`config.mk`:
```
export PLATFORM = sky130hd
export DESIGN_NAME = ppu_oam_dma_flat
export DESIGN_NICKNAME = d
export VERILOG_FILES = /design/src/rtl/ppu_oam_dma_if.sv /design/src/rtl/ppu_oam_dma.sv /design/src/flat_wrapper.sv
export SDC_FILE = /design/constraint.sdc
export NUM_CORES = 1
export LEC_CHECK = 0
export CAP_MARGIN = 20
export CORE_MARGIN = 4
export CORE_UTILIZATION = 46
export DETAILED_ROUTE_END_ITERATION = 8
export PLACE_DENSITY = 0.85
export SLEW_MARGIN = 5
export SYNTH_ARGS = -nofsm -noshare
export SYNTH_HDL_FRONTEND = slang
export SYNTH_SLANG_ARGS = --single-unit
```
`constraint.sdc`:
```
create_clock -name clk_in -period 4.7 [get_ports clk_in]
set_input_delay 0.705 -clock clk_in [delete_from_list [all_inputs] [get_ports clk_in]]
set_output_delay 0.705 -clock clk_in [all_outputs]
set_load 0.03 [all_outputs]
```
`src/rtl/ppu_oam_dma_if.sv`:
```
// ============================================================================
// Module      : ppu_oam_dma_if
// Description : Bus bundle between the CPU core, the sprite DMA and the CPU
//               bus address decoder.
//               master : DMA side. It snoops the CPU bus, takes DMA read data,
//                        and drives the CPU ready line and the DMA bus.
//               slave  : CPU/bus side. It is the mirror image of master.
//               Signals:
//                 cpu_a_in/cpu_d_in/cpu_r_nw_in  CPU bus, snooped
//                 mem_d_in                       read data for DMA reads
//                 rdy_out, busy_out              CPU stall / bus ownership
//                 a_out, d_out, r_nw_out         DMA bus drivers
// Revision    : 1.0  initial release
// ============================================================================
`default_nettype none

interface ppu_oam_dma_if;
  logic [15:0] cpu_a_in;
  logic [7:0]  cpu_d_in;
  logic        cpu_r_nw_in;
  logic [7:0]  mem_d_in;
  logic        rdy_out;
  logic        busy_out;
  logic [15:0] a_out;
  logic [7:0]  d_out;
  logic        r_nw_out;

  modport master (
    input  cpu_a_in, cpu_d_in, cpu_r_nw_in, mem_d_in,
    output rdy_out, busy_out, a_out, d_out, r_nw_out
  );

  modport slave (
    output cpu_a_in, cpu_d_in, cpu_r_nw_in, mem_d_in,
    input  rdy_out, busy_out, a_out, d_out, r_nw_out
  );
endinterface

`default_nettype wire

```
`src/rtl/ppu_oam_dma.sv`:
```
// ============================================================================
// Module      : ppu_oam_dma
// Description : Sprite-attribute DMA. A CPU write to $4014 stalls the CPU.
//               The block then copies page $XX00-$XXFF into the PPU OAM data
//               port ($2004) as 256 read/write pairs, and it owns the CPU bus
//               while busy.
//               Ports:
//                 clk_in    system clock, rising edge
//                 rst_n_in  asynchronous active-low reset
//                 ce_in     CPU bus-cycle enable; state advances only when 1
//                 bus       ppu_oam_dma_if.master (snoop, read data, DMA bus)
// Revision    : 1.0  initial release
// ============================================================================
`default_nettype none

module ppu_oam_dma (
  input  wire            clk_in,
  input  wire            rst_n_in,
  input  wire            ce_in,
  ppu_oam_dma_if.master  bus
);

  typedef enum logic [2:0] {
    S_IDLE  = 3'd0,
    S_HALT  = 3'd1,
    S_ALIGN = 3'd2,
    S_READ  = 3'd3,
    S_WRITE = 3'd4
  } state_t;

  localparam logic [15:0] C_TRIG_ADDR = 16'h4014;
  localparam logic [15:0] C_OAM_ADDR  = 16'h2004;

  state_t      r_state;
  state_t      w_state_nxt;
  logic [7:0]  r_page;
  logic [7:0]  r_cnt;
  logic [7:0]  r_data;
  logic        r_par;      // high on odd CPU cycles; toggles on every ce

  logic        w_trigger;
  logic        w_last;
  logic [15:0] w_a;
  logic [7:0]  w_d;
  logic        w_r_nw;

  // Only a write in IDLE starts a transfer. Snooped writes while busy are
  // ignored.
  assign w_trigger = (r_state == S_IDLE) && !bus.cpu_r_nw_in &&
                     (bus.cpu_a_in == C_TRIG_ADDR);
  assign w_last    = (r_cnt == 8'hFF);

  always_comb begin
    w_state_nxt = r_state;
    case (r_state)
      S_IDLE:  if (w_trigger) w_state_nxt = S_HALT;
      // Reads must land on even cycles. If HALT is already odd, the next
      // cycle is even and the read can follow immediately.
      S_HALT:  w_state_nxt = r_par ? S_READ : S_ALIGN;
      S_ALIGN: w_state_nxt = S_READ;
      S_READ:  w_state_nxt = S_WRITE;
      S_WRITE: w_state_nxt = w_last ? S_IDLE : S_READ;
      default: w_state_nxt = S_IDLE;
    endcase
  end

  // Bus drivers decode from registered state only.
  always_comb begin
    w_a    = 16'h0000;
    w_d    = 8'h00;
    w_r_nw = 1'b1;
    case (r_state)
      S_READ: begin
        w_a = {r_page, r_cnt};
      end
      S_WRITE: begin
        w_a    = C_OAM_ADDR;
        w_d    = r_data;
        w_r_nw = 1'b0;
      end
      default: begin
        w_a    = 16'h0000;
        w_d    = 8'h00;
        w_r_nw = 1'b1;
      end
    endcase
  end

  always_ff @(posedge clk_in or negedge rst_n_in) begin
    if (!rst_n_in) begin
      r_state <= S_IDLE;
      r_page  <= 8'h00;
      r_cnt   <= 8'h00;
      r_data  <= 8'h00;
      r_par   <= 1'b0;
    end else if (ce_in) begin
      r_par   <= ~r_par;
      r_state <= w_state_nxt;
      if (w_trigger) begin
        r_page <= bus.cpu_d_in;
        r_cnt  <= 8'h00;
      end
      if (r_state == S_READ) begin
        r_data <= bus.mem_d_in;
      end
      // The counter holds at $FF on the last write, so the address never
      // crosses into the next page.
      if ((r_state == S_WRITE) && !w_last) begin
        r_cnt <= r_cnt + 8'd1;
      end
    end
  end

  assign bus.a_out    = w_a;
  assign bus.d_out    = w_d;
  assign bus.r_nw_out = w_r_nw;
  assign bus.busy_out = (r_state != S_IDLE);
  assign bus.rdy_out  = (r_state == S_IDLE);

endmodule

`default_nettype wire

```
`src/flat_wrapper.sv`:
```
// flat-port wrapper written by rule: the top's interface ports become plain ports
module ppu_oam_dma_flat 
  (clk_in, rst_n_in, ce_in, bus_cpu_a_in, bus_cpu_d_in, bus_cpu_r_nw_in, bus_mem_d_in, bus_rdy_out, bus_busy_out, bus_a_out, bus_d_out, bus_r_nw_out);
  ppu_oam_dma_if bus_i ();
  input  wire clk_in;
  input  wire rst_n_in;
  input  wire ce_in;
  input wire logic [$bits(bus_i.cpu_a_in)-1:0] bus_cpu_a_in;
  input wire logic [$bits(bus_i.cpu_d_in)-1:0] bus_cpu_d_in;
  input wire logic [$bits(bus_i.cpu_r_nw_in)-1:0] bus_cpu_r_nw_in;
  input wire logic [$bits(bus_i.mem_d_in)-1:0] bus_mem_d_in;
  output wire logic [$bits(bus_i.rdy_out)-1:0] bus_rdy_out;
  output wire logic [$bits(bus_i.busy_out)-1:0] bus_busy_out;
  output wire logic [$bits(bus_i.a_out)-1:0] bus_a_out;
  output wire logic [$bits(bus_i.d_out)-1:0] bus_d_out;
  output wire logic [$bits(bus_i.r_nw_out)-1:0] bus_r_nw_out;
  assign bus_i.cpu_a_in = bus_cpu_a_in;
  assign bus_i.cpu_d_in = bus_cpu_d_in;
  assign bus_i.cpu_r_nw_in = bus_cpu_r_nw_in;
  assign bus_i.mem_d_in = bus_mem_d_in;
  assign bus_rdy_out = bus_i.rdy_out;
  assign bus_busy_out = bus_i.busy_out;
  assign bus_a_out = bus_i.a_out;
  assign bus_d_out = bus_i.d_out;
  assign bus_r_nw_out = bus_i.r_nw_out;
  ppu_oam_dma u_core (.clk_in(clk_in), .rst_n_in(rst_n_in), .ce_in(ce_in), .bus(bus_i));
endmodule
```
### Yosys cells after proc, flatten, opt, wreduce, memory -nomap -nowiden

Cells that the tools add are included.

* memory bits (read-only): 0
* RAM bits: 0
* latch bits: 0
* memories: 0
* flip-flop bits (word level): 28

* bitwise operators: 1
* divide/modulo/power cells: 0
* shift operators: 0
* magnitude comparators: 0
* multiplexer cells: 9
* reduce and logical (&&, ||, !) cells: 12
* multiply operators: 0
* eq/ne operators: 7
* add/subtract/negate cells: 1

Operators with widths (number)
* $pmux W16 S2: 1
* $mux W8: 3
* $eq A16 B15 Y1 const B: 1
* $pmux W3 S5: 1
* $add A8 B1 Y8 const B: 1
* $eq A8 B8 Y1 const B: 1
* $reduce_and A2 Y1: 4
* $eq A3 B2 Y1 const B: 2
* $eq A3 B1 Y1 const B: 1
* $eq A3 B3 Y1 const B: 1
* $logic_and A1 B1 Y1: 3
* $logic_not A3 Y1: 1
* $mux W3: 1
* $reduce_bool A3 Y1: 1
* $logic_not A1 Y1: 2
* $mux W1: 2
* $mux W2: 1
* $ne A2 B1 Y1 const B: 1
* $reduce_bool A2 Y1: 1
* $not A1 Y1: 1

### Depth between registers and ports, before layout

* depth after elaboration: 5
* depth in mapped cells: 6
* gate-level depth less buffers: 6

### Worst setup path before layout

No wires, ideal clock.

* path type: register to output
* start point: register u_core.r_state[0]
* end point: output bus_a_out[0]
* setup slack: 2.662 ns
* data required time: 3.995 ns
* path buffers: 2
* cell stages (with the launch flop): 5
* data arrival time: 1.333 ns
* cells stage by stage: dfrtp_1 -> and3_1 -> buf_2 -> clkbuf_1 -> and2_1

* word-level cells in the longest chain between the ends: 2

RTL lines
* start, declared: line ppu_oam_dma.sv:34 `state_t r_state;`
* start signal, assigned: line ppu_oam_dma.sv:98 `r_state <= w_state_nxt;`
* $eq A3 B3 Y1 / $eq A3 B2 Y1 (equally long branches): line ppu_oam_dma.sv:72 `case (r_state)`
* $pmux W16 S2 *: line ppu_oam_dma.sv:72
* end, declared: line flat_wrapper.sv:14 `output wire logic [$bits(bus_i.a_out)-1:0] bus_a_out;`

Every way passes the cells marked *; elsewhere a longest branch is shown, timed or not.

### Worst setup path after layout

* start point: register u_core.r_state[0]
* end point: output bus_a_out[2]

Same word-level chain as after synthesis.

==> qor.txt <==
Avg Inst Size Synth: 10.7 sq um
Ant. Diodes: 0
main flop type after synthesis: dfrtp_1
worst reg2reg path depth: 5
wire per inst: 14.8 microns
P_leak: 0.935 nW
Final Util: 71.3%
Mapped Cells: 141
Hold Slack: 0.493 ns
Die ar.: 4280 sq um
clk_lat worst skew: 0.32 ns
DRC Markers: 0
Final Hold Fails: 0
worst vdd ir: 0.209 mV
Finished Cell Area: 2210 sq um
Initial Utilization: 48.8%
Die Wd: 65.4 microns
Buf/Inv on CP: 2
Crit Path Max Fanout: 14
final period utilization: 65.1%
Critical path origin: u_core.r_state[0]
Iteration-0 DRC Markers: 59
Unique masters post-synth: 38
Core ar.: 3100 sq um
vias in the first global route: 1349
postcts setup bufs: 0
Slowest-stage cell, CP: clkdlybuf4s50_1
Syn. warnings: 0
nets: 242
Vias/cell: 5.21
Tmin final: 3.06 ns
WP data required: 3.99 ns
CTS tree: built
port bufs: 62
Reg-to-Reg Start: u_core.r_state[0]
Setup TNS: 0 ns
Antenna Nets Post-Route: 0
ys async rst share: 100%
Routed WL: 3670 microns
RSZ-0062 raised after global routing: no
largest net degree at the start of global routing: 29
Core Rows: 20
first-pass GRT wire length: 6060 microns
Yosys reg bits: 28
max cap viols: 0
Max Freq: 327 MHz
max-slew violations: 0
post-CTS sizing: 0
initial antenna violation count: 0
Worst R2R Setup Slack: 2.75 ns
hold crit path type: register to register
Post-Syn Area: 1520 sq um
Slew Limit Headroom: 61.4%
status: finished clean
# IOs: 63
Startpoint Class: register
CP endpoint: bus_a_out[2]
crit-path max cell delay: 0.68 ns
Crit path max-delay family: buffers and inverters
CP Cell Sequence: nor3b_4, inv_1, nand2_1, clkdlybuf4s50_1
final setup fails: 0
critical path depth: 4
Crit Reg-Reg Endpoint: u_core.r_cnt[4]
root buf cell: clkbuf_4
First-pass DRT Iterations: 4
EDFF count, synth: 0
Worst setup EP type: primary output
CTS Buf Count: 3
Seq/Total Area, Yosys: 46.2%
Clock Sinks: 28
layout cell share with drive strength beyond 1: 14.7%
Clock Pin Slew Worst Setup and Hold Paths: 0.15 ns
Worst EP arrival: 2.35 ns
Final GP Congestion: 0.881
vias: 1292
hpwl dp: 2870 microns
Placed Area: 2170 sq um
Syn Nets: 178
Area Growth Syn to Fin: 45.9%
Total GRT Usage: 17.8%
crit path kind: register to primary output
cts hold-fix bufs: 0
CTS Buffer Depth: 2
die height: 65.4 microns
Pwr per Cell Area: 381 nW/um^2
worst slew pin tran: 0.579 ns
skew final: 0.00676 ns
H-tree Lvls: 1
Remaining Overflow, GRT: 0
synthesized netlist by cell type (2+ instances only):
| cell | n | area share (%) |
|---|---|---|
| a21oi_1 | 5 | 1.7 |
| and2_1 | 23 | 9.5 |
| and3_1 | 2 | 0.83 |
| clkbuf_1 | 2 | 0.50 |
| dfrtp_1 | 28 | 46 |
| inv_1 | 4 | 0.99 |
| mux2_2 | 17 | 13 |
| nand2_1 | 12 | 3.0 |
| nand3_1 | 4 | 1.3 |
| nor2_1 | 4 | 0.99 |
| nor4_1 | 2 | 0.83 |
| o21a_1 | 2 | 0.99 |
| o21ai_0 | 11 | 3.6 |
flip-flops by register name (all words and copies together), names as in the netlist:
| signal | count |
|---|---|
| u_core.r_cnt | 8 |
| u_core.r_par | 1 |
| u_core.r_state | 3 |
| u_core.r_page | 8 |
| u_core.r_data | 8 |
metrics by stage:
step | power, mW | worst slack [ns] | std cells
6_report | 0.842 | 1.64 | 248
3_3_place_gp | 0.717 | 2.02 | 244
5_1_grt | 0.899 | 1.49 | 248
2_1_floorplan | 0.598 | 2.66 | 141
3_5_place_dp | 0.738 | 1.95 | 244
4_1_cts | 0.851 | 1.62 | 248
worst min-delay path by stage:
stage,from,end,slack [ns],cells after the start
after floorplan,rst_n_in,u_core.r_cnt[0],0.41,0
after global placement,u_core.r_par,u_core.r_par,0.46,1
after detailed placement,u_core.r_par,u_core.r_par,0.48,1
after CTS,u_core.r_par,u_core.r_par,0.50,1
after global routing,u_core.r_par,u_core.r_par,0.52,1
final,u_core.r_par,u_core.r_par,0.49,1
routing by layer:
| layer | share of wire, % | track usage (%) |
|---|---|---|
| met5 | 0 | 0 |
| met4 | 0.27 | 2.07 |
| met3 | 8.2 | 4.96 |
| met2 | 51 | 32.4 |
| met1 | 40 | 21.5 |
cell families after synthesis:
| kind of cell | count (synthesis) | share of synthesized area [%] |
|---|---|---|
| flip-flops | 28 | 46.2 |
| buffers and inverters | 8 | 2.56 |
| multiplexers | 18 | 13.4 |
| XOR/XNOR | 1 | 0.578 |
| AND/OR/NAND/NOR | 57 | 23.9 |
| AO/OA/AOI/OAI | 28 | 12.5 |
| adder cells (fa/ha/maj) | 1 | 0.826 |
cell usage in the layout (no fill, tap or decap), types with 2 or more instances in the layout:
cell type	synthesis	final
nand3_1	4	4
nor2_1	4	4
dfrtp_1	28	28
clkdlybuf4s50_1	0	62
nor4_1	2	2
o21a_1	2	2
mux2_2	17	17
inv_1	4	4
clkbuf_4	0	3
a21oi_1	5	5
and2_1	23	23
nand2_1	12	12
o21ai_0	11	11
and3_1	2	2
power by group:
group,switching [mW],internal [mW],total (mW)
logic,0.177,0.172,0.348
registers,0.0720,0.308,0.380
clock network,0.0670,0.0473,0.114
total,0.316,0.527,0.842
final cells by class:
cell class / count / area [sq um]
Clock buffer: 4 / 36.3
Fill cell: 266 / 892
Inverter: 4 / 15.0
Multi-Input combinational cell: 105 / 776
Sequential cell: 28 / 701
Tap cell: 44 / 55.1
Timing Repair Buffer: 63 / 628
No activity file was read; power rests on OpenSTA's default activity.
